**src/rtl/axi_shim_arb_pkg.sv**
```systemverilog
// Shared types and constants for the axi_shim port arbiter.
// Port numbering matches the order in which requesters are wired to the arbiter.
package axi_shim_arb_pkg;

    localparam int unsigned PORT_ICACHE = 0;
    localparam int unsigned PORT_DCACHE = 1;
    localparam int unsigned PORT_BYPASS = 2;

    typedef enum logic {
        ARB_IDLE = 1'b0,
        ARB_HOLD = 1'b1
    } arb_state_e;

endpackage

```
**src/rtl/axi_shim_rr_lock.sv**
```systemverilog
// Round-robin picker that locks onto the presented port until the shim grants it,
// so a command is never withdrawn or swapped while the shim is still considering it.
module axi_shim_rr_lock
    import axi_shim_arb_pkg::*;
#(
    parameter int unsigned NumPorts = 3
) (
    input  logic                        clk_i,
    input  logic                        rst_ni,
    input  logic [NumPorts-1:0]         eligible_i,
    input  logic                        gnt_i,
    output logic [$clog2(NumPorts)-1:0] sel_o,
    output logic                        sel_valid_o,
    output logic                        hold_o
);

    localparam int unsigned PW = $clog2(NumPorts);

    arb_state_e    state_q, state_d;
    logic [PW-1:0] ptr_q, ptr_d;
    logic [PW-1:0] lock_q, lock_d;
    logic [PW-1:0] pick;
    logic [PW-1:0] cand;
    logic          pick_found;

    // Search starts one past the last winner so every port gets its turn.
    always_comb begin
        pick       = '0;
        cand       = '0;
        pick_found = 1'b0;
        for (int k = 1; k <= int'(NumPorts); k++) begin
            cand = PW'((int'(ptr_q) + k) % int'(NumPorts));
            if (!pick_found && eligible_i[cand]) begin
                pick_found = 1'b1;
                pick       = cand;
            end
        end
    end

    always_comb begin
        state_d     = state_q;
        ptr_d       = ptr_q;
        lock_d      = lock_q;
        sel_o       = pick;
        sel_valid_o = pick_found;
        case (state_q)
            ARB_IDLE: begin
                if (pick_found) begin
                    if (gnt_i) begin
                        ptr_d = pick;
                    end else begin
                        lock_d  = pick;
                        state_d = ARB_HOLD;
                    end
                end
            end
            ARB_HOLD: begin
                sel_o       = lock_q;
                sel_valid_o = 1'b1;
                if (gnt_i) begin
                    ptr_d   = lock_q;
                    state_d = ARB_IDLE;
                end
            end
            default: state_d = ARB_IDLE;
        endcase
    end

    assign hold_o = (state_q == ARB_HOLD);

    always_ff @(posedge clk_i or negedge rst_ni) begin
        if (!rst_ni) begin
            state_q <= ARB_IDLE;
            ptr_q   <= PW'(NumPorts - 1);
            lock_q  <= '0;
        end else begin
            state_q <= state_d;
            ptr_q   <= ptr_d;
            lock_q  <= lock_d;
        end
    end

endmodule

```
**src/rtl/axi_shim_port_arbiter.sv**
```systemverilog
// Shares one axi_shim among several requesters: independent read/write arbitration,
// port-tagged IDs for response steering, and per-port outstanding limits.
module axi_shim_port_arbiter
    import axi_shim_arb_pkg::*;
#(
    parameter int unsigned NumPorts    = 3,
    parameter int unsigned AxiNumWords = 4,
    parameter int unsigned AxiIdWidth  = 4,
    parameter int unsigned MaxRdOut    = 4,
    parameter int unsigned MaxWrOut    = 4
) (
    input  logic                                                 clk_i,
    input  logic                                                 rst_ni,
    input  logic [NumPorts-1:0]                                  rd_req_i,
    output logic [NumPorts-1:0]                                  rd_gnt_o,
    input  logic [NumPorts-1:0][63:0]                            rd_addr_i,
    input  logic [NumPorts-1:0][$clog2(AxiNumWords)-1:0]         rd_blen_i,
    input  logic [NumPorts-1:0][1:0]                             rd_size_i,
    input  logic [NumPorts-1:0][AxiIdWidth-$clog2(NumPorts)-1:0] rd_id_i,
    input  logic [NumPorts-1:0]                                  rd_lock_i,
    input  logic [NumPorts-1:0]                                  rd_rdy_i,
    output logic [NumPorts-1:0]                                  rd_valid_o,
    output logic [NumPorts-1:0]                                  rd_last_o,
    output logic [63:0]                                          rd_data_o,
    output logic [AxiIdWidth-$clog2(NumPorts)-1:0]               rd_id_o,
    output logic                                                 rd_exokay_o,
    input  logic [NumPorts-1:0]                                  wr_req_i,
    output logic [NumPorts-1:0]                                  wr_gnt_o,
    input  logic [NumPorts-1:0][63:0]                            wr_addr_i,
    input  logic [NumPorts-1:0][AxiNumWords-1:0][63:0]           wr_data_i,
    input  logic [NumPorts-1:0][AxiNumWords-1:0][7:0]            wr_be_i,
    input  logic [NumPorts-1:0][$clog2(AxiNumWords)-1:0]         wr_blen_i,
    input  logic [NumPorts-1:0][1:0]                             wr_size_i,
    input  logic [NumPorts-1:0][AxiIdWidth-$clog2(NumPorts)-1:0] wr_id_i,
    input  logic [NumPorts-1:0]                                  wr_lock_i,
    input  logic [NumPorts-1:0][5:0]                             wr_atop_i,
    input  logic [NumPorts-1:0]                                  wr_rdy_i,
    output logic [NumPorts-1:0]                                  wr_valid_o,
    output logic [AxiIdWidth-$clog2(NumPorts)-1:0]               wr_id_o,
    output logic                                                 wr_exokay_o,
    output logic                                                 shim_rd_req_o,
    input  logic                                                 shim_rd_gnt_i,
    output logic [63:0]                                          shim_rd_addr_o,
    output logic [$clog2(AxiNumWords)-1:0]                       shim_rd_blen_o,
    output logic [1:0]                                           shim_rd_size_o,
    output logic [AxiIdWidth-1:0]                                shim_rd_id_o,
    output logic                                                 shim_rd_lock_o,
    output logic                                                 shim_rd_rdy_o,
    input  logic                                                 shim_rd_valid_i,
    input  logic                                                 shim_rd_last_i,
    input  logic [63:0]                                          shim_rd_data_i,
    input  logic [AxiIdWidth-1:0]                                shim_rd_id_i,
    input  logic                                                 shim_rd_exokay_i,
    output logic                                                 shim_wr_req_o,
    input  logic                                                 shim_wr_gnt_i,
    output logic [63:0]                                          shim_wr_addr_o,
    output logic [AxiNumWords-1:0][63:0]                         shim_wr_data_o,
    output logic [AxiNumWords-1:0][7:0]                          shim_wr_be_o,
    output logic [$clog2(AxiNumWords)-1:0]                       shim_wr_blen_o,
    output logic [1:0]                                           shim_wr_size_o,
    output logic [AxiIdWidth-1:0]                                shim_wr_id_o,
    output logic                                                 shim_wr_lock_o,
    output logic [5:0]                                           shim_wr_atop_o,
    output logic                                                 shim_wr_rdy_o,
    input  logic                                                 shim_wr_valid_i,
    input  logic [AxiIdWidth-1:0]                                shim_wr_id_i,
    input  logic                                                 shim_wr_exokay_i
);

    localparam int unsigned PW  = $clog2(NumPorts);
    localparam int unsigned RW  = AxiIdWidth - PW;
    localparam int unsigned CRW = $clog2(MaxRdOut + 1);
    localparam int unsigned CWW = $clog2(MaxWrOut + 1);

    logic [PW-1:0]                rd_sel, wr_sel;
    logic                         rd_sel_valid, wr_sel_valid;
    logic                         rd_hold, wr_hold;
    logic [NumPorts-1:0]          rd_eligible, wr_eligible;
    logic [NumPorts-1:0]          rd_dec, wr_dec;
    logic [NumPorts-1:0]          rd_cnt_err, wr_cnt_err;
    logic                         rd_rsp_known, wr_rsp_known;
    logic [PW-1:0]                rd_rsp_port, wr_rsp_port;
    logic [NumPorts-1:0][CRW-1:0] rd_cnt_q, rd_cnt_d;
    logic [NumPorts-1:0][CWW-1:0] wr_cnt_q, wr_cnt_d;

    always_comb begin
        rd_eligible = '0;
        wr_eligible = '0;
        for (int i = 0; i < int'(NumPorts); i++) begin
            rd_eligible[i] = rd_req_i[i] && (rd_cnt_q[i] < CRW'(MaxRdOut));
            wr_eligible[i] = wr_req_i[i] && (wr_cnt_q[i] < CWW'(MaxWrOut));
        end
    end

    axi_shim_rr_lock #(.NumPorts(NumPorts)) i_rd_arb (
        .clk_i       (clk_i),
        .rst_ni      (rst_ni),
        .eligible_i  (rd_eligible),
        .gnt_i       (shim_rd_gnt_i & shim_rd_req_o),
        .sel_o       (rd_sel),
        .sel_valid_o (rd_sel_valid),
        .hold_o      (rd_hold)
    );

    axi_shim_rr_lock #(.NumPorts(NumPorts)) i_wr_arb (
        .clk_i       (clk_i),
        .rst_ni      (rst_ni),
        .eligible_i  (wr_eligible),
        .gnt_i       (shim_wr_gnt_i & shim_wr_req_o),
        .sel_o       (wr_sel),
        .sel_valid_o (wr_sel_valid),
        .hold_o      (wr_hold)
    );

    // The port index rides in the top ID bits so responses find their way home.
    assign shim_rd_req_o  = rd_sel_valid & rst_ni;
    assign shim_rd_addr_o = rd_addr_i[rd_sel];
    assign shim_rd_blen_o = rd_blen_i[rd_sel];
    assign shim_rd_size_o = rd_size_i[rd_sel];
    assign shim_rd_id_o   = {rd_sel, rd_id_i[rd_sel]};
    assign shim_rd_lock_o = rd_lock_i[rd_sel];

    assign shim_wr_req_o  = wr_sel_valid & rst_ni;
    assign shim_wr_addr_o = wr_addr_i[wr_sel];
    assign shim_wr_data_o = wr_data_i[wr_sel];
    assign shim_wr_be_o   = wr_be_i[wr_sel];
    assign shim_wr_blen_o = wr_blen_i[wr_sel];
    assign shim_wr_size_o = wr_size_i[wr_sel];
    assign shim_wr_id_o   = {wr_sel, wr_id_i[wr_sel]};
    assign shim_wr_lock_o = wr_lock_i[wr_sel];
    assign shim_wr_atop_o = wr_atop_i[wr_sel];

    always_comb begin
        rd_gnt_o = '0;
        wr_gnt_o = '0;
        for (int i = 0; i < int'(NumPorts); i++) begin
            rd_gnt_o[i] = shim_rd_req_o && shim_rd_gnt_i && (rd_sel == PW'(i));
            wr_gnt_o[i] = shim_wr_req_o && shim_wr_gnt_i && (wr_sel == PW'(i));
        end
    end

    assign rd_rsp_port = shim_rd_id_i[AxiIdWidth-1:RW];
    assign wr_rsp_port = shim_wr_id_i[AxiIdWidth-1:RW];
    assign rd_data_o   = shim_rd_data_i;
    assign rd_id_o     = shim_rd_id_i[RW-1:0];
    assign rd_exokay_o = shim_rd_exokay_i;
    assign wr_id_o     = shim_wr_id_i[RW-1:0];
    assign wr_exokay_o = shim_wr_exokay_i;

    // Responses tagged with a nonexistent port are accepted and dropped so the shim never stalls.
    always_comb begin
        rd_valid_o    = '0;
        rd_last_o     = '0;
        rd_dec        = '0;
        rd_rsp_known  = 1'b0;
        shim_rd_rdy_o = 1'b1;
        wr_valid_o    = '0;
        wr_dec        = '0;
        wr_rsp_known  = 1'b0;
        shim_wr_rdy_o = 1'b1;
        for (int i = 0; i < int'(NumPorts); i++) begin
            if (rd_rsp_port == PW'(i)) begin
                rd_rsp_known  = 1'b1;
                rd_valid_o[i] = shim_rd_valid_i & rst_ni;
                rd_last_o[i]  = shim_rd_valid_i & shim_rd_last_i & rst_ni;
                rd_dec[i]     = shim_rd_valid_i & shim_rd_last_i & rd_rdy_i[i];
                shim_rd_rdy_o = rd_rdy_i[i];
            end
            if (wr_rsp_port == PW'(i)) begin
                wr_rsp_known  = 1'b1;
                wr_valid_o[i] = shim_wr_valid_i & rst_ni;
                wr_dec[i]     = shim_wr_valid_i & wr_rdy_i[i];
                shim_wr_rdy_o = wr_rdy_i[i];
            end
        end
    end

    always_comb begin
        rd_cnt_d   = rd_cnt_q;
        rd_cnt_err = '0;
        for (int i = 0; i < int'(NumPorts); i++) begin
            if (rd_gnt_o[i] && !rd_dec[i]) begin
                if (rd_cnt_q[i] == CRW'(MaxRdOut)) rd_cnt_err[i] = 1'b1;
                else                               rd_cnt_d[i]   = rd_cnt_q[i] + 1'b1;
            end else if (rd_dec[i] && !rd_gnt_o[i]) begin
                if (rd_cnt_q[i] == '0) rd_cnt_err[i] = 1'b1;
                else                   rd_cnt_d[i]   = rd_cnt_q[i] - 1'b1;
            end
        end
    end

    always_comb begin
        wr_cnt_d   = wr_cnt_q;
        wr_cnt_err = '0;
        for (int i = 0; i < int'(NumPorts); i++) begin
            if (wr_gnt_o[i] && !wr_dec[i]) begin
                if (wr_cnt_q[i] == CWW'(MaxWrOut)) wr_cnt_err[i] = 1'b1;
                else                               wr_cnt_d[i]   = wr_cnt_q[i] + 1'b1;
            end else if (wr_dec[i] && !wr_gnt_o[i]) begin
                if (wr_cnt_q[i] == '0) wr_cnt_err[i] = 1'b1;
                else                   wr_cnt_d[i]   = wr_cnt_q[i] - 1'b1;
            end
        end
    end

    always_ff @(posedge clk_i or negedge rst_ni) begin
        if (!rst_ni) begin
            rd_cnt_q <= '0;
            wr_cnt_q <= '0;
        end else begin
            rd_cnt_q <= rd_cnt_d;
            wr_cnt_q <= wr_cnt_d;
        end
    end

    a_rd_hold_req: assert property (@(posedge clk_i) disable iff (!rst_ni)
        rd_hold |-> rd_req_i[rd_sel]);
    a_wr_hold_req: assert property (@(posedge clk_i) disable iff (!rst_ni)
        wr_hold |-> wr_req_i[wr_sel]);
    a_rd_rsp_port: assert property (@(posedge clk_i) disable iff (!rst_ni)
        shim_rd_valid_i |-> rd_rsp_known);
    a_wr_rsp_port: assert property (@(posedge clk_i) disable iff (!rst_ni)
        shim_wr_valid_i |-> wr_rsp_known);
    a_rd_cnt_range: assert property (@(posedge clk_i) disable iff (!rst_ni)
        rd_cnt_err == '0);
    a_wr_cnt_range: assert property (@(posedge clk_i) disable iff (!rst_ni)
        wr_cnt_err == '0);

endmodule
```
**config.mk**
```make
export PLATFORM = sky130hd
export DESIGN_NAME = axi_shim_port_arbiter
export DESIGN_NICKNAME = d
export VERILOG_FILES = /design/src/rtl/axi_shim_arb_pkg.sv /design/src/rtl/axi_shim_rr_lock.sv /design/src/rtl/axi_shim_port_arbiter.sv
export SDC_FILE = /design/constraint.sdc
export NUM_CORES = 1
export LEC_CHECK = 0
export ABC_CLOCK_PERIOD_IN_PS = 3700
export BUFFER_PORTS_ARGS = -buffer_cell sky130_fd_sc_hd__buf_2
export CAP_MARGIN = 20
export CELL_PAD_IN_SITES_DETAIL_PLACEMENT = 0
export CELL_PAD_IN_SITES_GLOBAL_PLACEMENT = 1
export CORE_AREA = 10 10 748 750
export DETAILED_ROUTE_END_ITERATION = 12
export DIE_AREA = 0 0 758 760
export PLACE_DENSITY_LB_ADDON = 0.1
export SETUP_SLACK_MARGIN = 0.5
export SLEW_MARGIN = 30
export SYNTH_ARGS = -nofsm -noshare
export SYNTH_HDL_FRONTEND = slang
export SYNTH_SLANG_ARGS = --single-unit
```
**constraint.sdc**
```tcl
create_clock -name clk_i -period 3.7 [get_ports clk_i]
set_input_delay 0.37 -clock clk_i [delete_from_list [all_inputs] [get_ports clk_i]]
set_output_delay 0.37 -clock clk_i [all_outputs]
set_load 0.01 [all_outputs]
```
==> impl_results.md, run 1 <==
* Worst Tran Pin Value at 679.8 ps
* Pin count of the biggest net entering global routing at 72
* Top-area cell type share of the netlist area at 34.45%
* M2 GR Usage at 16.45%
* Hpwl dp at 273,600 µm
* Post-Syn Area at 14,380 µm²
* Max_cap viols at 0
* Vias in the first global route at 22,470
* #FFs+latches synth at 28
* Final Total Pwr at 28.21 mW
* Final setup viols at 0
* Post-synth top area cell: o2bb2ai_2
* Synth top cells by count: mux2i_1, o2bb2ai_2, o2bb2ai_1
* Seq/Total Area, Yosys at 4.890%
* Synth top area cells: o2bb2ai_2, mux2i_1, o2bb2ai_1, buf_6, buf_4
* Setup TNS at 0 ps
* Final Hold Fails at 0
* Core area at 543,900 µm²
* Peak supply drop at 433.3 µV
* Synth async-reset ratio at 100.0%
* Via count at 21,962
* Clock skew at 14.27 ps
* PwrDens at 694.2 nW/µm²
* Clock transition at path regs at 110 ps
* Worst hold path class: input pin to flip-flop
* Unrepaired setup endpoints after global routing: yes
* Critical Path AT at 3240 ps
* Synth Flop Type: dfrtp_1
* Fin cells at 10,659
* DIE HEIGHT at 760 µm
* Routed len/inst at 28.36 µm
* Overall routing resource usage at 9.853%
* Drt via density at 2.060
* DRC at 0
* DR pass1 iterations at 5
* Post-Synthesis Cells at 1,359
* CTS sink count at 28
* Crit path max fanout at 6
* CTS Buf Count at 3
* Routed WL at 302,300 µm
* Clk_lat worst skew at 320 ps
* Share of layout cells above drive strength 1 at 83.66%
* # nets final at 4,688
* Std cell rows at 271
* H-tree levels at 1
* Hold WS at 287.3 ps
* Die area at 576,100 µm²
* Startpoint Class: flip-flop
* Flop2flop setup slack at 240 ps
* Post-Place Cells at 10,340
* Pins over their slew limit at 0
* Initial Util at 2.644%
* Post-route ant nets at 0
* Run status: finished, final reports clean
* Area of placed instances at 33,360 µm²
* Routability cong. at 0.8683
* Fin crit share at 97.57%
* IO buf count at 1,789
* Post-synthesis cell type count at 62
* Yosys warns at 0
* Initial antenna violation count at 338
* Max_slew headroom at 54.68%
* Worst Setup End Kind: output port
* CTS root buf: clkbuf_16
* Setup Crit Path Kind: flip-flop to output port
* GR peak layer: met2
* Area grow syn2layout at 182.5%
* Met1 Resource Use GR at 11.28%
* Most frequent cell after synthesis: mux2i_1
* Die width at 758 µm
* P_leak at 14.02 nW
* 1st-iter DRT viols at 1,091
* Post-layout instance area at 40,630 µm²
* Total gr overflow at 0
* Tmin final at 3610 ps
* Syn avg cell area at 10.58 µm²
* Critical Path RT at 3330 ps
* Met3 Usage GRT at 5.580%
* Achievable frequency at 277.0 MHz
* First-pass GRT wire length at 352,500 µm
* Syn nets at 2,776
* Io pins at 1,930
* EDFF count, synth at 0
* Clk buf depth at 2
* Clock tree from TritonCTS: done
-- kinds of logic (layout without fill, tap and decap cells) --
| logic type | Yosys count | in the layout | share of synthesized area (%) |
|---|---|---|---|
| AO/OA/AOI/OAI | 510 | 510 | 44.99 |
| XOR/XNOR | 6 | 6 | 0.3654 |
| adder cells (fa/ha/maj) | 19 | 19 | 1.931 |
| buffers and inverters | 240 | 2150 | 13.03 |
| flip-flops | 28 | 28 | 4.889 |
| multiplexers | 444 | 444 | 30.95 |
| other | 0 | 156 | 0 |
| AND/OR/NAND/NOR | 112 | 112 | 3.845 |
-- critical path: stages (launching register included) --
cell	delay (ps)
dfstp_2	560
inv_2	50
ha_4	160
buf_4	120
buf_4	150
a21oi_2	180
o221ai_4	190
buf_12	190
buf_12	150
buf_16	150
buf_12	130
buf_16	150
mux2i_4	190
o2bb2ai_4	230
buf_6	150
buf_6	110
-- cell usage in the layout, fill, tap and decap left out, types with 5 or more instances in the layout --
master	synthesis	layout
buf_2	34	1596
o2bb2ai_2	330	285
mux2i_1	439	228
buf_6	77	182
diode_2	0	156
buf_4	87	139
buf_12	0	124
mux2i_4	0	120
o2bb2ai_1	106	96
mux2i_2	0	91
buf_16	0	57
o2bb2ai_4	0	55
nor2_1	41	40
nand2_1	28	27
dfrtp_1	26	26
buf_8	2	21
inv_1	16	14
o21ai_0	18	12
o211ai_1	9	9
clkbuf_16	0	9
a21oi_1	9	8
ha_4	0	8
o22a_1	7	7
xor2_1	6	6
nor2b_1	6	5
nand2b_1	5	5
-- sequential cells by signal (all words and copies together) (netlist names) --
register,count
wr_cnt_q,9
i_rd_arb.lock_q,2
i_wr_arb.lock_q,2
i_rd_arb.ptr_q,2
i_wr_arb.hold_o,1
rd_cnt_q,9
i_rd_arb.hold_o,1
i_wr_arb.ptr_q,2
-- metal layers --
layer | part of all wire, % | up-vias
li1 | - | 9454
met4 | 1.9 | 226
met5 | 0.49 | -
met3 | 13 | 545
met1 | 39 | 10161
met2 | 46 | 1576
-- final timing paths --
path / startpoint / end / depth (start not counted)
worst max register to register: i_wr_arb.ptr_q[1] / wr_cnt_q[2] / 17
min in group asynchronous: rst_ni / rd_cnt_q[5] / 3
worst min-delay path: shim_rd_gnt_i / i_rd_arb.hold_o / 2
worst min register to register: i_wr_arb.lock_q[1] / i_wr_arb.lock_q[1] / 1
max in group asynchronous: rst_ni / i_wr_arb.ptr_q[1] / 3
worst max-delay path: i_wr_arb.ptr_q[1] / shim_wr_data_o[67] / 15
-- cell type report --
cell class / instances / area, µm²
sequential: 28 / 703.2
tap: 7234 / 9051
multi-input combinational: 1091 / 14610
fill: 63979 / 503200
clock buffer: 3 / 75.07
antenna: 156 / 390.4
timing repair buffer: 2130 / 15710
inverter: 17 / 90.09
-- per-stage QoR --
step / utilization [%] / worst slack, ps
finish: 7.471 / 89.87
global route: 7.422 / -78.82
CTS: 6.983 / -68.60
detailed placement: 6.134 / -244.6
global placement: 6.134 / -275.5
floorplan: - / 410.0
-- power breakdown --
| part | switching, mW | total [mW] | internal (mW) |
|---|---|---|---|
| clock network | 0.167 | 0.314 | 0.146 |
| logic | 15.5 | 27.2 | 11.7 |
| registers | 0.216 | 0.657 | 0.441 |
-- what timing repair did --
action                                  4_1_cts  5_1_grt
hold buffers                                  0        0
endpoints found under the setup margin      448      457
gates cloned                                 31        7
pin swaps                                   110      110
hold endpoints to repair                      0        0
resized for setup                           549      373
buffers inserted                             83       39
Power figures use the tool's default switching activity.
==> run 2, diff against run 1 <==
--- a/config.mk
+++ b/config.mk
@@ -14,6 +14,7 @@
 export DETAILED_ROUTE_END_ITERATION = 12
 export DIE_AREA = 0 0 758 760
 export PLACE_DENSITY_LB_ADDON = 0.1
+export RECOVER_POWER = 25
 export SETUP_SLACK_MARGIN = 0.5
 export SLEW_MARGIN = 30
 export SYNTH_ARGS = -nofsm -noshare
==> run 2 against run 1 <==
Effect of this change:
- design area shrank 0.15%
- non-clock buffer count is the same
- flip-flop and latch count is the same
- count of clock-buffer cells in the layout is the same
- largest power group unchanged
- sequential share of layout area is essentially flat
- clock power is essentially flat
- global-route usage is the same
==> impl_results.md, run 2 (synthesis results as in run 1) <==
* Worst Setup End Kind: output port
* Fin crit share at 97.51% (about the same)
* Final Hold Fails at 0 (unchanged)
* Routability cong. at 0.8683 (unchanged)
* Critical Path AT at 3240 ps (about the same)
* Met1 wire length at 117,700 µm (-0.51%)
* Largest regs: rd_cnt_q (9), wr_cnt_q (9)
* Routed wl met3 at 39,670 µm (+1.5%)
* Io pins at 1,930 (unchanged)
* Max_slew headroom at 32.57% (-22 points)
* Largest stage delay on the critical path at 560 ps (about the same)
* PwrDens at 694.2 nW/µm² (about the same)
* Most used cell, CP: buf_12
* # nets final at 4,688 (unchanged)
* Commonest cells after routing, fill and taps aside: buf_2, o2bb2ai_2, mux2i_1
* Initial Util at 2.644% (unchanged)
* Switching Fraction at 56.44% (about the same)
* Run status: finished, final reports clean
* Routed WL at 302,300 µm (about the same)
* 1st-iter DRT viols at 1,088 (-0.27%)
* CTS root buf: clkbuf_16
* Startpoint Class: flip-flop
* DR top layer: met5
* Clk pwr share at 1.1% (about the same)
* Vias in the first global route at 22,470 (unchanged)
* IO buf count at 1,789 (unchanged)
* CTS sink count at 28 (unchanged)
* Critical Path, Cell by Cell: inv_2, ha_4, buf_4, buf_4, a21oi_2, o221ai_4, buf_12, buf_12, buf_16, buf_12, buf_16, mux2i_4, o2bb2ai_4, buf_6, buf_6
* H-tree levels at 1 (unchanged)
* Final Total Pwr at 28.17 mW (-0.14%)
* Area grow syn2layout at 182.1%
* Critical Path RT at 3330 ps (about the same)
* Worst hold path class: input pin to flip-flop
* DIE HEIGHT at 760 µm (unchanged)
* Die width at 758 µm (unchanged)
* Max_cap viols at 0 (unchanged)
* Initial antenna violation count at 338 (unchanged)
* Worst Tran Pin Value at 986.0 ps (+306.2 ps)
* Setup Crit Path Kind: flip-flop to output port
* Commonest non-fill, non-tap cell in the layout: buf_2
* Die area at 576,100 µm² (unchanged)
* Clock tree from TritonCTS: done
* Via count at 21,900 (-0.28%)
* Routed len/inst at 28.38 µm (about the same)
* DR pass1 iterations at 5 (unchanged)
* Unrepaired setup endpoints after global routing: yes
* Peak supply drop at 430.6 µV (-0.62%)
* Post-route ant nets at 0 (unchanged)
* DRC at 0 (unchanged)
* P_leak at 13.96 nW (-0.41%)
* Setup TNS at 0 ps (unchanged)
* Total gr overflow at 0 (unchanged)
* Share of layout cells above drive strength 1 at 83.18% (-0.49 points)
* Seq pwr share at 2.3% (about the same)
* Final setup viols at 0 (unchanged)
* Core area at 543,900 µm² (unchanged)
* Clk_lat worst skew at 320 ps (about the same)
* Overall routing resource usage at 9.853% (unchanged)
* Int Power at 12.27 mW (-0.14%)
* Max stage delay cell, worst path: dfstp_2
* CTS Buf Count at 3 (unchanged)
* Clock transition at path regs at 110 ps (about the same)
* Hpwl dp at 273,600 µm (unchanged)
* Achievable frequency at 277.2 MHz (about the same)
* Pins over their slew limit at 0 (unchanged)
* Met2 routed WL at 137,800 µm (+0.17%)
* Crit path max fanout at 6 (unchanged)
* Std cell rows at 271 (unchanged)
* Clock skew at 13.53 ps (-0.7346 ps)
* Pin count of the biggest net entering global routing at 72 (unchanged)
* Drt via density at 2.056 (-0.23%)
* Setup WS pre-CTS at -244.6 ps (unchanged)
* Tmin final at 3608 ps (-2.213 ps)
* First-pass GRT wire length at 352,500 µm (unchanged)
* Power share of the combinational group at 96.6% (about the same)
* Switching pwr at 15.90 mW (-0.14%)
* Clk buf depth at 2 (unchanged)
* Post-route setup slack at 92.09 ps (+2.213 ps)
-- run 2: final timing paths --
kind / startpoint / slack (ps) / depth (start not counted) / to
min in group asynchronous: rst_ni / 760 / 3 / rd_cnt_q[5]
setup reg to reg: i_wr_arb.ptr_q[1] / 240 / 17 / wr_cnt_q[2]
max in group asynchronous: rst_ni / 2590 / 3 / i_wr_arb.ptr_q[1]
hold / removal: shim_rd_gnt_i / 290 / 2 / i_rd_arb.hold_o
setup / recovery: i_wr_arb.ptr_q[1] / 90 / 15 / shim_wr_data_o[67]
hold reg to reg: i_wr_arb.lock_q[1] / 500 / 1 / i_wr_arb.lock_q[1]
-- run 2: timing repair --
| action | CTS | global route |
|---|---|---|
| hold buffers | 0 | 0 |
| setup buffers | 83 | 39 |
| gates resized for setup | 549 | 373 |
| gates cloned | 31 | 7 |
| setup endpoints to repair | 448 | 457 |
| pin swaps | 110 | 110 |
-- run 2: layout make-up --
cell class,instances,area [µm²]
Timing Repair Buffer,2130,15690
Antenna cell,150,375.4
Multi-Input combinational cell,1091,14590
Tap cell,7234,9051
Clock buffer,3,75.07
Sequential cell,28,703.2
Fill cell,63989,503300
Inverter,17,90.09
-- run 2: stage by stage --
stage | area [µm²] | hold WS (ps) | util, % | instances
after global placement | 33360 | 480.9 | 6.134 | 10340
after detailed placement | 33360 | 479.7 | 6.134 | 10340
after CTS | 37980 | 260.0 | 6.983 | 10457
final | 40570 | 292.2 | 7.460 | 10653
after global routing | 40320 | 276.9 | 7.413 | 10552
after floorplan | 14420 | 74.41 | - | 1359
-- run 2: critical path: cells and delay by family, from the launching register on --
kind	cells	cell delay (ps)
AOI/OAI and AO/OA	3	600
buffers and inverters	10	1350
DFF	1	560
muxes	1	190
adders and majority gates	1	160
-- run 2: layer usage --
layer	vias to the layer above	GRT usage, %
met5	-	0
met4	226	0.9597
met3	543	5.580
met2	1569	16.45
met1	10117	11.28
li1	9445	-
-- run 2: power by group through the flow --
stage               Sequential, mW  Clock (mW)  Combinational (mW)
global route                 0.692       0.357                29.0
CTS                          0.660       0.357                27.2
finish                       0.657       0.312                27.2
global placement             0.659           0                22.9
floorplan                    0.581           0                9.19
detailed placement           0.657           0                22.7
